--- config.mk ---
export PLATFORM = sky130hd
export DESIGN_NAME = instr_fetch
export DESIGN_NICKNAME = d
export VERILOG_FILES = /design/src/rtl/instr_fetch.sv
export SDC_FILE = /design/constraint.sdc
export NUM_CORES = 1
export LEC_CHECK = 0
export CORE_ASPECT_RATIO = 1.1
export CORE_MARGIN = 2
export CORE_UTILIZATION = 43
export DETAILED_ROUTE_END_ITERATION = 8
export HOLD_SLACK_MARGIN = 0.1
export PLACE_DENSITY_LB_ADDON = 0.1
export SYNTH_ARGS = -nofsm -noshare
export SYNTH_HDL_FRONTEND = slang
export SYNTH_SLANG_ARGS = --single-unit
--- constraint.sdc ---
create_clock -name clk -period 3 [get_ports clk]
set_input_delay 0.6 -clock clk [delete_from_list [all_inputs] [get_ports clk]]
set_output_delay 0.6 -clock clk [all_outputs]
set_load 0.005 [all_outputs]
--- src/rtl/instr_fetch.sv ---
// Instruction fetch stage: issues word reads to instruction memory, holds the
// returned word for decode, and handles branch redirects (including redirects
// that arrive while a read is still outstanding).
//
// Optional feature: define FETCH_PREDECODE_EN to register an R-type predecode
// flag (opcode == 0) alongside the fetched word. Without the macro the flag is
// tied low and no predecode logic exists.
module instr_fetch #(
  parameter logic [31:0] RESET_PC = 32'h0000_0000
) (
  input  logic        clk,
  input  logic        rst_n,
  // Instruction memory read port
  output logic        imem_req,
  output logic [31:0] imem_addr,
  input  logic        imem_ack,
  input  logic [31:0] imem_rdata,
  // Decode-facing outputs
  output logic        if_valid,
  input  logic        id_ready,
  output logic [31:0] if_instr,
  output logic [5:0]  if_opcode,
  output logic [31:0] if_pc,
  // Redirect
  input  logic        branch_taken,
  input  logic [31:0] branch_target,
  output logic        if_is_rtype
);

  localparam logic [1:0] StIdle  = 2'd0;
  localparam logic [1:0] StFetch = 2'd1;
  localparam logic [1:0] StFull  = 2'd2;
  localparam logic [1:0] StFlush = 2'd3;

  logic [1:0]  state_q, state_d;
  logic [31:0] pc_q, pc_d;
  logic        req_q, req_d;
  logic [31:0] addr_q, addr_d;
  logic        valid_q, valid_d;
  logic [31:0] instr_q;
  logic [31:0] ipc_q;
  logic        load;
  logic [31:0] target;

  // Target is always word-aligned; the low bits are intentionally dropped.
  logic unused_target_lsbs;
  assign unused_target_lsbs = ^branch_target[1:0];
  assign target = {branch_target[31:2], 2'b00};

  // Next-state, pc and valid decisions.
  always_comb begin
    state_d = state_q;
    pc_d    = pc_q;
    valid_d = valid_q;
    load    = 1'b0;
    case (state_q)
      StIdle: begin
        // Single quiet cycle after reset; any ack arriving here is stale.
        state_d = StFetch;
        if (branch_taken) pc_d = target;
      end
      StFetch: begin
        if (imem_ack) begin
          if (branch_taken) begin
            // Returned word belongs to the wrong path: drop it, refetch.
            pc_d = target;
          end else begin
            load    = 1'b1;
            pc_d    = pc_q + 32'd4;
            valid_d = 1'b1;
            state_d = StFull;
          end
        end else if (branch_taken) begin
          // Read still in flight at the old address; wait it out in flush.
          pc_d    = target;
          state_d = StFlush;
        end
      end
      StFull: begin
        if (branch_taken) begin
          pc_d    = target;
          valid_d = 1'b0;
          state_d = StFetch;
        end else if (id_ready) begin
          valid_d = 1'b0;
          state_d = StFetch;
        end
      end
      StFlush: begin
        if (branch_taken) pc_d = target;
        if (imem_ack) state_d = StFetch;
      end
      default: begin
        state_d = StIdle;
        valid_d = 1'b0;
      end
    endcase
  end

  // Registered request outputs; address only moves when a new fetch begins,
  // so it stays stable through an outstanding read (including flush).
  always_comb begin
    req_d  = (state_d == StFetch) || (state_d == StFlush);
    addr_d = (state_d == StFetch) ? pc_d : addr_q;
  end

  // Control state, pc and memory request registers.
  always_ff @(posedge clk or negedge rst_n) begin
    if (!rst_n) begin
      state_q <= StIdle;
      pc_q    <= RESET_PC;
      req_q   <= 1'b0;
      addr_q  <= RESET_PC;
      valid_q <= 1'b0;
    end else begin
      state_q <= state_d;
      pc_q    <= pc_d;
      req_q   <= req_d;
      addr_q  <= addr_d;
      valid_q <= valid_d;
    end
  end

  // Instruction and its fetch address, captured on an accepted ack.
  always_ff @(posedge clk or negedge rst_n) begin
    if (!rst_n) begin
      instr_q <= 32'h0;
      ipc_q   <= 32'h0;
    end else if (load) begin
      instr_q <= imem_rdata;
      ipc_q   <= pc_q;
    end
  end

`ifdef FETCH_PREDECODE_EN
  logic rtype_q;

  // Predecode flag tracks the held word and drops whenever valid drops.
  always_ff @(posedge clk or negedge rst_n) begin
    if (!rst_n) begin
      rtype_q <= 1'b0;
    end else if (load) begin
      rtype_q <= (imem_rdata[31:26] == 6'b000000);
    end else if (!valid_d) begin
      rtype_q <= 1'b0;
    end
  end

  assign if_is_rtype = rtype_q;
`else
  assign if_is_rtype = 1'b0;
`endif

  assign imem_req  = req_q;
  assign imem_addr = addr_q;
  assign if_valid  = valid_q;
  assign if_instr  = instr_q;
  assign if_pc     = ipc_q;
  assign if_opcode = instr_q[31:26];

  // An unacknowledged request must hold its address.
  a_req_stable : assert property (@(posedge clk) disable iff (!rst_n)
    (imem_req && !imem_ack) |=> (imem_req && $stable(imem_addr)));

  // A held instruction and an outstanding read never coexist.
  a_valid_no_req : assert property (@(posedge clk) disable iff (!rst_n)
    if_valid |-> !imem_req);

endmodule

## Word-level counts from Yosys, hierarchy flattened

Cells that the tools add are included.

- Flip-flop bits (word level): 132
- Bits of input ports: 69
- Output and inout bits: 105

- $add $sub $neg: 1
- Equal/unequal tests: 8
- Mux-type cells: 19
- Reduce and logical (&&, ||, !) cells: 5

Operator list:

| cell | number |
|---|---|
| $mux 32 | 3 |
| $pmux 32 s2 | 1 |
| $add 32x3->32 const B | 1 |
| $mux 2 | 6 |
| $pmux 2 s4 | 1 |
| $mux 1 | 7 |
| $eq 2x2->1 const B | 3 |
| $eq 2x1->1 const B | 2 |
| $ne 2x2->1 const B | 2 |
| $reduce_and 4->1 | 1 |
| $ne 3x3->1 const B | 1 |
| $reduce_or 3->1 | 1 |
| $logic_not 2->1 | 1 |
| $pmux 1 s2 | 1 |
| $reduce_bool 2->1 | 1 |
| $logic_or 1x1->1 | 1 |

## Longest topological paths before layout

- Depth in word-level cells: 5
- Gate-level depth with buffers: 7

## Worst setup path after synthesis

OpenSTA, ideal clock, no wires.

- Path type: input to register
- From: input port branch_taken
- To: register addr_q[5], in the netlist imem_addr[5]
- Arrival: 1.764 ns
- Slack: 1.109 ns
- Stages on the path: 4
- Buffers on the path: 1
- Cell sequence: nor4b_1 -> a211oi_4 -> buf_2 -> mux2_1

- Word-level cells in the longest chain between the ends: 4

Ends and longest elaborated chain:

| element | RTL line | source |
|---|---|---|
| from (decl) | 25 | `input logic branch_taken,` |
| $mux 2 (on tied branches) | 73, 64 |  |
| $mux 2 | 63 | `if (imem_ack) begin` |
| $pmux 2 s4 | 56 | `case (state_q)` |
| $eq 2x1->1 | 104 | `addr_d = (state_d == StFetch) ? pc_d : addr_q;` |
| to (signal assigned) | 119 | `addr_q <= addr_d;` |
| to (decl) | 38 | `logic [31:0] addr_q, addr_d;` |

Parallel ways exist; a longest one is shown, timed or not.
A chain may end at the register's enable or synchronous reset.

## Worst setup path after layout

- From: input port imem_ack
- To: register addr_q[6], in the netlist imem_addr[6]

- Word-level cells in the longest chain between the ends: 3

Ends and longest elaborated chain:

| element | RTL line | source |
|---|---|---|
| from (decl) | 16 | `input logic imem_ack,` |
| $mux 2 (on tied branches) | 91, 63 |  |
| $pmux 2 s4 | 56 |  |
| $eq 2x1->1 | 104 |  |

Parallel ways exist; a longest one is shown, timed or not.

==> impl_metrics.py <==
metrics = {
    "grt": {
        "track_usage": 0.211,
        "grt_pass1_vias": 4540,
        "grt_pass1_wl_um": 23700,
        "grt_max_degree": 60,
        "grt-ovfl-total": 0,
        "antenna_found_initial": 0,
    },
    "cts": {
        "cts.sink_count": 131,
        "clock_latency_ns": 0.42,
        "clk_path_buf_depth": 2,
        "clk_pin_slew_ns": 0.05,
        "cts_resized": 0,
        "cts_root_buffer": "clkbuf_16",
        "cts_buffers": 17,
        "htree_levels": 4,
        "cts_hold_buf": 0,
        "cts_tree": "built",
        "cts_setup_buffers": 0,
    },
    "final_layout": {
        "num-nets-final": 714,
        "layout_commonest_cell": "clkdlybuf4s50_1",
        "regArea_sq_um": 3280,
        "drive_above_1_share": 0.170,
        "multi_input_area_sq_um": 2340,
        "instances_no_fill": 818,
        "layout_common_cells": "clkdlybuf4s50_1, dfrtp_1, mux2_2",
        "num_antenna_cells": 0,
        "fill_cells": 1100,
        "syn_to_final_growth_pct": 40.4,
        "final_cell_area_sq_um": 8170,
    },
    "critical_path": {
        "arrival_ns": 2.79,
        "crit_chain": "clkdlybuf4s50_1 -> o21ba_2 -> a211oi_4 -> inv_2 -> nand2_1 -> o221ai_1",
        "critical_path_class": "primary input to flip-flop",
        "cp_max_fo": 31,
        "start_kind": "primary input",
        "worstPathRequired_ns": 3.27,
        "max_stage_delay_ns": 0.67,
        "endpoint_kind": "flip-flop",
        "crit_slowest_cell": "clkdlybuf4s50_1",
    },
    "floorplan": {
        "num_io_pins": 174,
        "dieWidth_um": 115,
        "coreArea_sq_um": 13200,
        "std_cell_rows": 44,
        "dieHeight_um": 126,
        "start_util": 0.440,
        "die_area_sq_um": 14500,
    },
    "placed_design": {
        "finalWeightedCongestion": 0.813,
        "place_ws_ns": 0.0692,
        "dpl.hpwl_um": 10200,
        "placed_cells": 786,
        "place_area_sq_um": 7610,
        "port_buffers": 170,
    },
    "flow_run": {
        "cap_violations": 0,
    },
    "routing": {
        "route.vias.total": 4441,
        "first_pass_iters": 4,
        "wl_per_cell_um": 18.1,
        "antenna_left": 0,
        "wl_um": 14800,
        "post-route-drc-count": 0,
        "drtIter0Drc": 265,
        "vias_per_cell": 5.43,
    },
    "synthesis": {
        "yosys.area_share.adder": 0.00215,
        "synth_xor_area_frac": 0.0105,
        "synth_edf_count": 0,
        "ys_warn_count": 0,
        "asyncSetResetFlopFracSynth": 1.00,
        "netlist_instances": 481,
        "netlist.area_leader.share": 0.563,
        "synth_top_family_by_area": "multiplexers",
        "ys_top_cells_by_area": "dfrtp_1, mux2_2, mux2i_1, nand2_1, nand4_1",
        "ys.flop_type": "dfrtp_1",
        "syn_avg_cell_area_sq_um": 12.1,
        "synth_compound_area_frac": 0.0707,
        "muxShareOfSynthArea": 0.178,
        "ys_seq_area_frac": 0.563,
        "yosys_register_bits": 131,
        "synth_nets": 551,
        "synth-simple-area-share": 0.138,
        "syn_area_sq_um": 5820,
        "ys_types": 57,
        "yosysTopAreaCell": "dfrtp_1",
    },
    "sta": {
        "hold_viol_final": 0,
        "fmax_mhz": 397,
        "slew-limit-headroom": 0.536,
        "worstMarginPinSlew_ns": 0.686,
        "rsz0062_at_grt": "no",
        "finClkSkew_ns": 0.00557,
        "min_period_over_period": 0.839,
        "fin_crit_ns": 2.52,
        "setup_tns_ns": 0,
        "finalSetupViolCount": 0,
        "drv_slew": 0,
        "timing.final.ws_setup_ns": 0.482,
    },
    "min_path": {
        "hold_class": "primary input to async pin",
    },
    "outcome": {
        "status": "finished, final reports clean",
    },
    "power_and_ir_drop": {
        "power.density_nw_per_um2": 726,
        "worst_ir_drop_vdd_mv": 0.352,
        "p_leak_nw": 3.48,
    },
}
[state kept, by name (all words and copies together), names as in the netlist]
name,cells
state_q,1
imem_addr,32
imem_req,1
if_pc,32
pc_q,32
if_valid,1
if_instr,32
[path summary, 6_finish.rpt]
| check | startpoint | to | slack, ns | depth (start not counted) |
|---|---|---|---|---|
| setup / recovery | imem_ack | imem_addr[6] | 0.48 | 6 |
| hold / removal | rst_n | if_instr[0] | 0.14 | 1 |
| setup reg to reg | imem_req | imem_addr[6] | 0.69 | 4 |
| hold reg to reg | if_pc[8] | if_pc[8] | 0.47 | 2 |
| max in group asynchronous | rst_n | if_pc[24] | 2.13 | 2 |
| min in group clk | if_pc[8] | if_pc[8] | 0.47 | 2 |
[report_power, final]
part	leakage [nW]	total [mW]	internal, mW	switching (mW)
logic	1.64	1.53	1.02	0.512
registers	1.56	2.44	2.16	0.282
clock network	0.278	1.96	1.25	0.713
total	3.48	5.93	4.42	1.51
[final cells by class]
| type | instances | area share |
|---|---|---|
| sequential | 131 | 0.401 |
| multi-input combinational | 310 | 0.286 |
| timing repair buffer | 178 | 0.217 |
| clock buffer | 28 | 0.0632 |
| tap | 161 | 0.0247 |
| clock inverter | 4 | 0.00551 |
| inverter | 6 | 0.00276 |
[cell usage after synthesis, drive strengths merged (2+ instances only)]
cell type / n
nor4: 4
mux2: 68
dfrtp: 131
a21oi: 8
nor2: 19
nor3: 4
buf: 28
nor2b: 3
a31oi: 6
xor2: 2
nand2: 49
clkbuf: 6
nand4b: 3
o21ai: 23
or4: 3
inv: 6
and4: 5
a41oi: 2
nor3b: 2
nand3: 16
mux2i: 27
xnor2: 5
o22ai: 8
and3: 5
nand4: 19
o211ai: 4
o31ai: 3
a221o: 2
[logic make-up after synthesis]
logic type               Yosys count
flip-flops                       131
XOR/XNOR                           7
adder cells (fa/ha/maj)            1
AO/OA/AOI/OAI                     64
AND/OR/NAND/NOR                  142
multiplexers                      95
other                              1
buffers and inverters             40
[worst max-delay path, delay by kind of cell]
kind,cells,cell delay (ns)
compound gates,3,0.93
buf+inv,2,1.07
simple gates,1,0.17
[per-stage QoR]
step | hold slack, ns | util | power, mW
after floorplan | 0.304 | - | 3.00
after global placement | 0.464 | 0.576 | 3.97
after detailed placement | 0.468 | 0.576 | 4.02
after CTS | 0.169 | 0.618 | 6.00
after global routing | 0.190 | 0.618 | 6.24
final | 0.141 | 0.618 | 5.93
[per-layer routing]
| metal | vias to the layer above | wire (um) | global-route usage |
|---|---|---|---|
| met3 | 15 | 930 | 0.0539 |
| met1 | 2186 | 6590 | 0.282 |
| li1 | 2069 | - | - |
| met5 | - | 0 | 0 |
| met2 | 171 | 7060 | 0.334 |
| met4 | 0 | 207 | 0.0765 |
(Power assumes the default switching activity.)
==> edit 1, RTL diff (config.mk and constraints unchanged) <==
Add a define of `FETCH_PREDECODE_EN`.
--- a/src/rtl/instr_fetch.sv
+++ b/src/rtl/instr_fetch.sv
@@ -7,2 +7,4 @@
 // tied low and no predecode logic exists.
+`define FETCH_PREDECODE_EN
+
 module instr_fetch #(
Behaviour: not the same (Yosys sat finds a counterexample within 4 cycles, from zero or initial values and one cycle with rst_n low).
==> edit 1 against the original RTL <==
- core utilization grew 0.89 points
- sequential share of layout area is 0.098 points lower
- global-route usage is 0.20 points higher
- sequential cell count increased by 1
- count of clock-buffer cells in the layout increased by 1
- design area increased by 1.0%
- fmax shrank 4.2%
- worst hold slack worse by 0.011 ns
- setup slack worse by 0.11 ns
- synthesized area shrank 0.73%
- non-clock buffer count increased by 7
- final cell count is 12% higher
- routed wire length fell by 0.55%
- critical path type is now reg -> reg
- largest cell class unchanged
Power is not compared: it rests on default switching activity, and its combinational part moved more than twofold at a synthesized area within 25%.
==> edit 1: results (changes against the original RTL) <==
| Metric | Value |
|---|---|
| Synth cell types | 46 (-19%) |
| Worst path max stage delay | 0.77 ns (+0.10 ns) |
| Clk_skew | 0.005959 ns (+0.0003854 ns) |
| First-pass GRT wire length | 23810 um (+0.52%) |
| Post-synthesis sequential area ratio | 57.18% (+0.85 points) |
| Most common cell in the netlist | nand2_1 |
| Register Area | 3303 um^2 (+0.76%) |
| Via count | 4734 (+6.6%) |
| Vias in the first global route | 4813 (+6.0%) |
| Lkg Pwr | 3.788 nW |
| YS warnings | 0 (unchanged) |
| Top_reg_cell synth | dfrtp_1 |
| Slowest CP cell | nor2_4 |
| Worst Path Arrival | 2.93 ns (+0.14 ns) |
| Largest net degree at the start of global routing | 78 (+30%) |
| RePlAce Congestion | 0.8749 (+7.6%) |
| Top cell type's share of synthesized area | 57.18% (+0.85 points) |
| HPWL Detailed | 10430 um (+2.3%) |
| First-pass iteration count of the detailed router | 5 (+1) |
| Final non-filler cell total | 919 (+12%) |
| 1st-iter DRT viols | 212 (-20%) |
| I/O Buffers | 171 (+0.59%) |
| Total CTS buffers | 17 (unchanged) |
| Antenna cells | 0 (unchanged) |
| Post_cts resized | 0 (unchanged) |
| Post-CTS Setup Bufs | 0 (unchanged) |
| Worst-path clk slew | 0.05 ns (about the same) |
| Layout Nets | 820 (+15%) |
| Layout cell share with drive strength beyond 1 | 11.61% (-5.4 points) |
| Outcome | finished, final reports clean |
| WL final | 14700 um (-0.55%) |
| Main area contributors after synthesis | dfrtp_1 57%, nand2_1 13%, mux2_2 6.2% |
| Global-route usage over all layers | 21.33% (+0.20 points) |
| Placed inst area | 7682 um^2 (+0.97%) |
| Post-placement worst setup slack | 0.01899 ns (-0.05019 ns) |
| Placed cell count | 887 (+13%) |
| Cells after Synth | 573 (+19%) |
| Worst slew pin tran | 0.9978 ns (+0.3118 ns) |
| CP max FO | 31 (unchanged) |
| Commonest cells post-synth | 200 x nand2_1, 132 x dfrtp_1, 32 x mux2_2 |
| Post-Syn Nets | 648 (+18%) |
| CTS max path bufs | 2 (unchanged) |
| R2r startpoint | imem_req |
| Number of fill cells | 1146 (+4.2%) |
| CP startpoint kind | flop |
[edit 1: power by group through the flow]
stage	clock network [mW]	registers [mW]	logic [mW]
after detailed placement	0	2.94	3.18
final	1.98	2.91	3.14
after global placement	0	2.91	3.11
after CTS	2.02	2.92	3.19
after floorplan	0	2.93	1.34
after global routing	2.10	3.01	3.45
[edit 1: final timing paths]
kind                       slack (ns)            end  cells past startpoint
max in group asynchronous        2.06    if_instr[8]                      2
hold / removal                   0.13   if_instr[25]                      1
min in group clk                 0.46       if_pc[1]                      2
hold reg to reg                  0.46       if_pc[1]                      2
setup / recovery                 0.37  imem_addr[26]                      6
setup reg to reg                 0.37  imem_addr[26]                      6
[edit 1: layout make-up]
class / count / area share, %
clock buffer: 29 / 6.428
multi-input combinational: 398 / 27.85
sequential: 132 / 40.02
timing repair buffer: 185 / 22.27
clock inverter: 3 / 0.4851
tap: 161 / 2.441
inverter: 11 / 0.5003
[edit 1: cell families after synthesis]
family                     count (synthesis)  share of synthesized area (%)
muxes                                     53                          9.898
xor gates and xnor gates                  13                          1.971
and+or+nand+nor                          283                          21.53
DFF                                      132                          57.18
adders and majority gates                  7                          1.473
buffers and inverters                     43                          3.335
AOI/OAI and AO/OA                         42                          4.613
[edit 1: metal layers]
layer / GRT usage, % / share of wire (%)
met1: 27.34 / 44
met2: 32.86 / 46
met3: 7.659 / 7.9
met4: 8.680 / 1.7
met5: 0 / 0
[edit 1: critical path: cells and delay by family (launching register included)]
family                     cells  cell delay, ns
and+or+nand+nor                2            0.92
DFF                            1            0.48
muxes                          1            0.42
AOI/OAI and AO/OA              1            0.32
adders and majority gates      1            0.25
buffers and inverters          1            0.11
==> edit 2, RTL diff (config.mk and constraints unchanged) <==
Made on the original files. Add an input register stage for `branch_target`; this delays it by one clock. The other inputs are not delayed to match.
--- a/src/rtl/instr_fetch.sv
+++ b/src/rtl/instr_fetch.sv
@@ -34,2 +34,8 @@
 
+  logic [31:0] branch_target_q;
+
+  always_ff @(posedge clk) begin
+    branch_target_q <= branch_target;
+  end
+
   logic [1:0]  state_q, state_d;
@@ -46,4 +52,4 @@
   logic unused_target_lsbs;
-  assign unused_target_lsbs = ^branch_target[1:0];
-  assign target = {branch_target[31:2], 2'b00};
+  assign unused_target_lsbs = ^branch_target_q[1:0];
+  assign target = {branch_target_q[31:2], 2'b00};
 
Check against the original RTL: not equivalent (a bounded check fails within 4 cycles, from zero or initial values and one cycle with rst_n low).
==> edit 2 against the original RTL <==
- count of clock-buffer cells in the layout decreased by 4
- sequential cell count is 30 higher
- die area grew 10%
- clock skew increased by 0.0020 ns
- routed wire length increased by 3.2%
- non-clock buffer count rose by 3
- critical path depth is 5 lower
- sequential share of layout area increased by 3.9 points
- design area increased by 7.9%
- total power up 8.3%
- synthesized area up 10%
- sequential power rose by 18%
- setup slack improved by 0.20 ns
- critical path type is now reg -> out
- critical endpoint is now imem_req
==> edit 2: results (changes against the original RTL) <==
| Metric | Value |
|---|---|
| Vias in the first global route | 4873 (+7.3%) |
| Post-Syn Nets | 581 (+5.4%) |
| Kind of cell adding the most delay to the critical path | flip-flops |
| First-pass GRT wire length | 25230 um (+6.5%) |
| Worst path max stage delay | 0.69 ns (+0.02 ns) |
| HPWL Detailed | 10790 um (+5.9%) |
| Cells after Synth | 511 (+6.2%) |
| Slowest CP cell | dfrtp_1 |
| Switching Share | 24.74% (-0.68 points) |
| Number of fill cells | 1231 (+12%) |
| Seq_cells | 161 (+23%) |
| Layout Nets | 747 (+4.6%) |
| R2R setup slack | 0.80 ns (+0.11 ns) |
| Max-slew headroom | 62.33% (+8.7 points) |
| GR Util met3 | 4.758% (-0.63 points) |
| Final non-filler cell total | 880 (+7.6%) |
| Non-clk bufs | 181 (+1.7%) |
| Met3 wire len | 858 um (-7.7%) |
| Sequential share of power | 44.8% (+3.6 points) |
| Post-placement worst setup slack | 0.2764 ns (+0.2072 ns) |
| Fraction of registers with async set or reset after synthesis | 81.37% (-19 points) |
| Buffering overhead | 20.19% (-1.5 points) |
| 1st-iter DRT viols | 213 (-20%) |
| Clock buffers | 24 (-14%) |
| Combinational share of power | 23.7% (-2.1 points) |
| RePlAce Congestion | 0.7946 (-2.3%) |
| Layout cell share with drive strength beyond 1 | 17.01% (-0.041 points) |
| Psw | 1.588 mW (+5.4%) |
| Register Area | 3879 um^2 (+18%) |
| Synth cell types | 57 (unchanged) |
| CP max FO | 14 (-55%) |
| Reg2Reg Depth | 6 (+2) |
| Outcome | finished, final reports clean |
| Clock network area share | 6.343% (-0.53 points) |
| Met2 usage | 32.08% (-1.3 points) |
| Global-route usage over all layers | 20.15% (-0.98 points) |
| Via count | 4629 (+4.2%) |
| Global Route met1 Usage | 26.96% (-1.3 points) |
| Met2 wire length | 7409 um (+5.0%) |
| Clk_skew | 0.007555 ns (+0.001981 ns) |
| Post-synthesis sequential area ratio | 60.42% (+4.1 points) |
| Routed met1 length | 6792 um (+3.1%) |
| Post-CTS Setup Bufs | 0 (unchanged) |
| Worst Path Arrival | 1.72 ns (-1.07 ns) |
| WL final | 15260 um (+3.2%) |
| Commonest cells post-synth | 131 x dfrtp_1, 65 x mux2_2, 49 x nand2_1 |
| Largest net degree at the start of global routing | 62 (+3.3%) |
| VDD IR-drop max | 0.3672 mV (+4.5%) |
| Cell Area, Synth | 6420 um^2 (+10%) |
| Placed inst area | 8258 um^2 (+8.5%) |
| Placed cell count | 850 (+8.1%) |
| Multi-input combinational area share | 26.49% (-2.1 points) |
| Hold Slack | 0.1528 ns (+0.01142 ns) |
## edit 2: cell types whose count changed in the layout (fill, tap and decap cells not counted)
cell        delta
clkbuf_1       -4
dfxtp_1       +30
buf_12         -1
clkinv_2       +1
clkinvlp_4     +1
buf_4          +4
## edit 2: worst max path at each step
stage,startpoint,to,slack (ns),cells past startpoint
2_1_floorplan,branch_taken,imem_addr[5],1.11,4
3_3_place_gp,imem_ack,imem_addr[6],0.32,6
3_5_place_dp,imem_ack,imem_addr[6],0.28,6
4_1_cts,imem_req,imem_req,0.68,1
5_1_grt,imem_req,imem_addr[17],0.57,7
6_report,imem_req,imem_req,0.68,1
## edit 2: cell families (layout without fill, tap and decap cells)
group	Yosys count	after routing	share of synthesized area (%)
compound gates	64	64	6.412
mux	95	95	16.14
fa+ha+maj	1	1	0.1949
simple gates	142	142	12.55
xor+xnor	7	7	0.9550
flops	161	161	60.42
buf+inv	40	217	3.274
other cells	1	1	0.05841
